===== config.mk =====
export PLATFORM = sky130hd
export DESIGN_NAME = div_ctrl
export DESIGN_NICKNAME = d
export VERILOG_FILES = /design/src/rtl/div_pkg.sv /design/src/rtl/div_watchdog.sv /design/src/rtl/div_ctrl.sv
export SDC_FILE = /design/constraint.sdc
export NUM_CORES = 1
export LEC_CHECK = 0
export ABC_AREA = 0
export CORE_MARGIN = 4
export CORE_UTILIZATION = 40
export CTS_BUF_LIST = sky130_fd_sc_hd__clkbuf_4
export DETAILED_ROUTE_END_ITERATION = 10
export HOLD_SLACK_MARGIN = 0.1
export PLACE_DENSITY = 0.94
export SLEW_MARGIN = 10
export SYNTH_ARGS = -nofsm -noshare
export SYNTH_HDL_FRONTEND = slang
export SYNTH_SLANG_ARGS = --single-unit

===== constraint.sdc =====
create_clock -name clk -period 1.69 [get_ports clk]
set_input_delay 0.169 -clock clk [delete_from_list [all_inputs] [get_ports clk]]
set_output_delay 0.169 -clock clk [all_outputs]
set_load 0.01 [all_outputs]

===== src/rtl/div_pkg.sv =====
// Shared definitions for the divide sequencing controller.
// State encoding, data widths and result field positions.
package div_pkg;

    localparam int DATA_W = 32;
    localparam int RES_W  = 2 * DATA_W;

    // {remainder, quotient} as returned by the divider
    localparam int REM_MSB = 63;
    localparam int REM_LSB = 32;
    localparam int QUO_MSB = 31;
    localparam int QUO_LSB = 0;

    typedef enum logic [1:0] {
        IDLE  = 2'd0,
        RUN   = 2'd1,
        DONE  = 2'd2,
        DRAIN = 2'd3
    } state_t;

    function automatic logic [DATA_W-1:0] rem_of(input logic [RES_W-1:0] res);
        return res[REM_MSB:REM_LSB];
    endfunction

    function automatic logic [DATA_W-1:0] quo_of(input logic [RES_W-1:0] res);
        return res[QUO_MSB:QUO_LSB];
    endfunction

endpackage


===== src/rtl/div_watchdog.sv =====
// RUN-state timer: pulses when the divider has run TIMEOUT cycles
// without being retired or flushed.
module div_watchdog #(
    parameter int TIMEOUT = 40
) (
    input  logic clk,
    input  logic rst,
    input  logic clear,
    input  logic run,
    output logic timeout_pulse
);

    localparam int CNT_W = $clog2(TIMEOUT + 1);
    localparam logic [CNT_W-1:0] LAST = CNT_W'(TIMEOUT - 1);

    logic [CNT_W-1:0] timer;

    always_ff @(posedge clk) begin
        if (rst || clear) begin
            timer <= '0;
        end else if (run) begin
            timer <= timer + CNT_W'(1);
        end
    end

    assign timeout_pulse = run & (timer == LAST);

endmodule


===== src/rtl/div_ctrl.sv =====
// Sequences one DIV/DIVU between EX and the multi-cycle divider,
// stalling EX and delivering {HI,LO} with a single write pulse.
module div_ctrl
    import div_pkg::*;
#(
    parameter int TIMEOUT      = 40,
    parameter int DRAIN_CYCLES = 3
) (
    input  logic              clk,
    input  logic              rst,
    input  logic              ex_div_i,
    input  logic              ex_signed_i,
    input  logic [DATA_W-1:0] ex_rs_i,
    input  logic [DATA_W-1:0] ex_rt_i,
    input  logic              flush_i,
    output logic              div_start_o,
    output logic              div_cancel_o,
    output logic              div_signed_o,
    output logic [DATA_W-1:0] div_dividend_o,
    output logic [DATA_W-1:0] div_divider_o,
    input  logic [RES_W-1:0]  div_result_i,
    input  logic              div_success_i,
    output logic              stall_req_o,
    output logic              hilo_we_o,
    output logic [DATA_W-1:0] hi_o,
    output logic [DATA_W-1:0] lo_o,
    output logic              err_o
);

    localparam int DRAIN_W = $clog2(DRAIN_CYCLES + 1);
    localparam logic [DRAIN_W-1:0] DRAIN_LAST = DRAIN_W'(DRAIN_CYCLES - 1);

    state_t             state;
    logic [DRAIN_W-1:0] drain_cnt;
    logic               launch;
    logic               running;
    logic               timeout_pulse;

    assign launch  = (state == IDLE) & ex_div_i & ~flush_i;
    assign running = (state == RUN);

    div_watchdog #(
        .TIMEOUT(TIMEOUT)
    ) u_watchdog (
        .clk          (clk),
        .rst          (rst),
        .clear        (launch),
        .run          (running),
        .timeout_pulse(timeout_pulse)
    );

    assign div_start_o  = running;
    assign div_cancel_o = (state == DRAIN);
    // Issue-cycle term lets EX freeze before the operands are latched
    assign stall_req_o  = running | launch;
    assign hilo_we_o    = (state == DONE) & ~flush_i;

    always_ff @(posedge clk) begin
        if (rst) begin
            state          <= IDLE;
            drain_cnt      <= '0;
            div_signed_o   <= 1'b0;
            div_dividend_o <= '0;
            div_divider_o  <= '0;
            hi_o           <= '0;
            lo_o           <= '0;
            err_o          <= 1'b0;
        end else begin
            unique case (state)
                IDLE: begin
                    if (launch) begin
                        div_signed_o   <= ex_signed_i;
                        div_dividend_o <= ex_rs_i;
                        div_divider_o  <= ex_rt_i;
                        state          <= RUN;
                    end
                end
                RUN: begin
                    if (flush_i) begin
                        drain_cnt <= '0;
                        state     <= DRAIN;
                    end else if (div_success_i) begin
                        hi_o  <= rem_of(div_result_i);
                        lo_o  <= quo_of(div_result_i);
                        state <= DONE;
                    end else if (timeout_pulse) begin
                        err_o     <= 1'b1;
                        drain_cnt <= '0;
                        state     <= DRAIN;
                    end
                end
                // ex_div_i still names the retiring instruction here
                DONE: begin
                    state <= IDLE;
                end
                DRAIN: begin
                    if (drain_cnt == DRAIN_LAST) begin
                        state <= IDLE;
                    end else begin
                        drain_cnt <= drain_cnt + DRAIN_W'(1);
                    end
                end
            endcase
        end
    end

endmodule


[Word level (Yosys, flattened, before mapping)]
Cells that the tools add are included.
Cells by class
  reductions and logical operators: 8
  mux-type cells: 11
  shift operators: 0
  div/mod/pow operators: 0
  bitwise operators: 7
  eq/ne operators: 11
  multiply operators: 0
  add/subtract/negate cells: 2
  order comparisons: 0
Operator list (number)
  2-bit two-way mux: 9
  2-bit case mux with 4 select lines: 1
  4-bit AND reduction: 2
  6-bit by 1-bit adder with 6-bit output (second input constant): 1
  2-bit == test (second input constant): 3
  6-bit == test (second input constant): 1
  3-bit AND reduction: 2
  1-bit AND: 4
  2-bit != test (second input constant): 2
  4-bit by 3-bit != test with 1-bit output (second input constant): 1
  2-bit case mux with 2 select lines: 1
  3-bit by 2-bit != test with 1-bit output (second input constant): 1
  3-bit != test (second input constant): 1
  2-bit by 1-bit adder with 2-bit output (second input constant): 1
  2-bit by 1-bit == test with 1-bit output (second input constant): 1
  2-bit logical NOT: 1
  2-bit by 1-bit != test with 1-bit output (second input constant): 1
  1-bit inverter: 2
  2-bit AND reduction: 1
  2-bit nonzero test: 1
  1-bit logical OR: 1
  1-bit OR: 1
Storage, ports and cells
  word-level logic and storage cells: 48
  register bits after elaboration: 140
  latch bits: 0
  output and inout bits: 134
  RAM bits: 0
  memory bits (read-only): 0
  memories kept: 0

[Logic depth before layout (Yosys ltp)]
Gate-level depths: netlist of the first run.
  depth after elaboration: 6
  gate-level depth with buffers: 7
  gate-level depth less buffers: 6

[By module]
Synthesis of the first run repeated with hierarchy kept, for this count alone.
Unflattened totals
  cells, all modules: 626
  area total of the unflattened synthesis: 5195.0 um^2
Modules (own cells, without submodules)
  div_ctrl: area an instance 4924.7 um^2, seq. area each 2682.6 um^2, cells each 597, instances 1
  div_watchdog: area an instance 270.3 um^2, seq. area each 120.1 um^2, cells each 29, instances 1

[Least setup slack after synthesis of the first run]
OpenSTA, ideal clock, no wires.
  path type: reg2reg
  from: register u_watchdog.timer[0]
  to: register drain_cnt[1]
  cell stages (with the launch flop): 6
  library setup time: 70 ps
  arrival: 1425 ps
  path slack: 195 ps
  cell sequence: dfxtp_1 ha_1 and4bb_2 a211oi_2 or4_1 a21oi_1
On the way
  longest elaborated chain between the ends: 4
RTL lines
  start: declaration: RTL line div_watchdog.sv:16  | logic [CNT_W-1:0] timer;
  start signal: assignment: RTL line div_watchdog.sv:22  | timer <= timer + CNT_W'(1);
  6-bit == test: RTL line div_watchdog.sv:26  | assign timeout_pulse = run & (timer == LAST);
  1-bit AND: RTL line div_watchdog.sv:26
  3-bit by 2-bit != test with 1-bit output (no line)
  4-bit AND reduction (no line)
  end signal: assignment: RTL line div_ctrl.sv:100  | drain_cnt <= drain_cnt + DRAIN_W'(1);
  end: declaration: RTL line div_ctrl.sv:34  | logic [DRAIN_W-1:0] drain_cnt;
Every way passes these cells.
A chain may end at the register's enable or synchronous reset.

[Final worst setup path of the first run]
  from: register state[1]
  to: register hi_o[0]
On the way
  longest elaborated chain between the ends: 2
RTL lines
  start: declaration: RTL line div_ctrl.sv:33  | state_t state;
  start signal: assignment: RTL line div_ctrl.sv:60  | state <= IDLE;
  start signal: assignment: RTL line div_ctrl.sv:75  | state <= RUN;
  start signal: assignment: RTL line div_ctrl.sv:81  | state <= DRAIN;
  2-bit by 1-bit == test with 1-bit output: RTL line div_ctrl.sv:69  | unique case (state)
  3-bit AND reduction (no line)
  end signal: assignment: RTL line div_ctrl.sv:83  | hi_o <= rem_of(div_result_i);
  end: declaration: RTL line div_ctrl.sv:25  | output logic [DATA_W-1:0] hi_o,
Every way passes these cells.

==> impl_results.md, run 1 <==
* Status: finished clean
* Yosys warns at 0
* Vert. Die Dim at roughly 120 um
* Clk pin slew, worst setup/hold paths at 0.12 ns
* Core Area at ~12000 um^2
* Hold Violations, Final at 0
* Initial DRC count at between 300 and 400
* Via density per instance at between 4 and 5
* Longest Clk Path Bufs at 2
* Tot GR Track Use at a little under a quarter
* Fillers at between 800 and 900
* Row count at 40
* Routed len/inst at 16.8 um
* First-pass GRT wire length at between 20000 and 30000 um
* Share of cells above drive strength 1 at 7.94%
* Minimum clock period at about 1.6 ns
* Horiz. Die Dim at 120 um
* Max-cap violations at 0
* I/O Pins at around 270
* FF-to-FF End: hi_o[0]
* Setup Skew at between 0.015 and 0.02 ns
* RSZ-0062 raised after global routing: true
* Mean Syn Cell Area at approximately 8.0 um^2
* # DRC at 0
* Largest net degree at the start of global routing at 57
* Root Buffer: clkbuf_4
* LEAKAGE at a little under 5 nW
* Crit path max fanout at 38
* Vias in the first global route at 5073
* Port-buffer cells at roughly 270
* Hold Path Sink: hi_o[20]
* Total power at between 6 and 7 mW
* Total gr overflow at 0
* VDD IR max at approximately 670 uV
* Multi-input gate area at about 2000 um^2
* WHS Path Cells at 3
* CP required at 2.11 ns
* Register-to-register setup slack at between 0.05 and 0.06 ns
* Area grow syn2layout at 70.2%
* Routability Congestion at between 0.7 and 0.8
* Antenna Nets Post-Route at 0
* Register area at between 2000 and 3000 um^2
* CP endpoint kind: register
* Final WL at about 18000 um
* Clock Latency Late Sink at between 0.5 and 0.6 ns
* Final setup fails at 0
* Synth unique cells at 29
* FF-to-FF Start: state[1]
* Reg2Reg Depth at 7
* Fin cells at ~1100
* CP Class: register to register
* CTS Buf Count at 17
* Placed cell count at roughly 1000
* Max-slew headroom at about 66%
* CTS sink count at 140
* Antenna violations before repair at 1
* Initial core utilization at between 40% and 50%
* Detailed placer's ending HPWL at roughly 12000 um
* Max Slew Vio Count at 0
* Slew @ Worst Pin at 0.516 ns
* CTS tree: done
* Tcrit/Tclk final at a little over nine tenths
* Syn_nets at 761
* Via count at approximately 5300
* Startpoint class of the critical path: register
* Sequential share of the synthesized area at 56.2%
* Mapped Cells at 625
* Register bit total from synthesis at 140
* WHS at between 0.15 and 0.2 ns
* DRT Pass-1 Iters at 6
* Hold_sp: div_result_i[52]
* Post-Syn Area at roughly 5000 um^2
* Arrival time worst endpoint at around 2.1 ns
* PD cells at around 750 nW/um^2
* Max Fclk at slightly above 0.6 GHz
* Die area at ~14000 um^2
* HP Class: input pin to register
* Layout Nets at between 1000 and 1500
* H-tree Lvls at 4
[cell usage in the layout, fill, tap and decap left out, types with 5 or more instances in the layout]
| cell | netlist | routed |
|---|---|---|
| a21oi_1 | 134 | 134 |
| buf_4 | 7 | 17 |
| clkbuf_4 | 0 | 21 |
| clkdlybuf4s50_1 | 0 | 144 |
| clkinv_1 | 1 | 5 |
| dfxtp_1 | 140 | 136 |
| dlymetal6s2s_1 | 0 | 117 |
| nand2_1 | 265 | 263 |
| nor2_1 | 7 | 7 |
[sequential cells by signal, indices dropped and copies added, names as in the netlist]
name and cells:
div_signed_o 1, u_watchdog.timer 6, lo_o 32, err_o 1, hi_o 32, drain_cnt 2, div_divider_o 32, div_dividend_o 32
state 2
[logic make-up (layout without fill, tap and decap cells)]
group	Yosys count	count (layout)	share of synthesized area (%)
compound gates	141	141	14.5
xor+xnor	5	5	0.877
fa+ha+maj	2	2	0.501
buf+inv	47	329	5.01
flops	140	140	56.2
other cells	0	1	0
simple gates	290	290	23.0
[worst max-delay path, cell delays in order (launching register included)]
cell	delay (ns)
dfxtp_2	0.35
buf_6	0.11
nand2b_4	0.14
buf_4	0.16
or2_2	0.35
buf_12	0.19
nand2_1	0.11
a21oi_1	0.09
[per-stage QoR]
step                      setup WS [ns]  setup TNS (ns)  util [%]  instance area [um^2]
after floorplan                   0.195               0         -                  4990
after global placement           -0.260           -8.97      64.8                  7850
after detailed placement         -0.302          -15.38      64.8                  7850
after CTS                       0.00308               0      67.1                  8120
after global routing            -0.0532          -0.124      70.2                  8500
final                            0.0577               0      70.2                  8500
[worst max path at each step]
stage	from	endpoint	slack (ns)	depth (start not counted)
3_5_place_dp	flush_i	stall_req_o	-0.30	5
2_1_floorplan	u_watchdog.timer[0]	drain_cnt[1]	0.19	5
3_3_place_gp	flush_i	stall_req_o	-0.26	5
4_1_cts	state[1]	stall_req_o	0.003	3
5_1_grt	state[1]	stall_req_o	-0.05	3
6_report	state[1]	hi_o[0]	0.06	7
[report_power, final]
group	total, mW	switching [mW]	internal [mW]
clock network	1.92	1.16	0.761
logic	0.986	0.424	0.562
registers	3.46	0.0552	3.41
[Yosys cell counts, drive strengths merged]
cell	instances	area, um^2
and3	1	6.26
nor3b	2	15.0
or4	1	7.51
and4bb	1	12.5
or2b	1	7.51
nand2	265	995
or2	1	6.26
dfxtp	140	2800
nand4	2	12.5
ha	2	25.0
nor2	8	37.5
a31oi	1	6.26
or3	2	12.5
clkinv	1	3.75
a211oi	1	12.5
inv	2	7.51
nor3	2	10.0
nand2b	4	25.0
xor2	4	35.0
a21boi	1	7.51
clkbuf	19	71.3
o21ai	3	15.0
buf	25	168
o22a	1	10.0
a21oi	134	671
xnor2	1	8.76
[final cells by class]
class,count,share of cell area (%)
repair buffers,295,38.2
flip-flops and latches,140,33.0
multi-input cells,438,23.4
well taps,168,2.47
clock buffers,21,1.86
clock inverters,10,0.898
inverters,3,0.133
diodes,1,0.0295
[what timing repair did]
item | CTS | global route
setup buffers | 3 | 0
gates resized for setup | 23 | 130
setup endpoints to repair | 5 | 123
hold buffers | 1 | 3
cloned | 0 | 1
endpoints found under the hold margin | 24 | 3
[routing by layer]
metal | share of wire (%) | GRT usage [%] | vias to the layer above
met3 | 11 | 13.0 | 32
met4 | 2.1 | 6.87 | 0
met1 | 36 | 23.7 | 2487
met2 | 50 | 38.1 | 251
li1 | - | - | 2561
met5 | 0 | 0 | -
Power figures use the tool's default switching activity.
==> inputs of run 2 (changes only) <==
- CTS_CLUSTER_SIZE: default -> 8
==> results of run 2 <==
The final DEF is identical to that of run 1; final timing and power are the same.
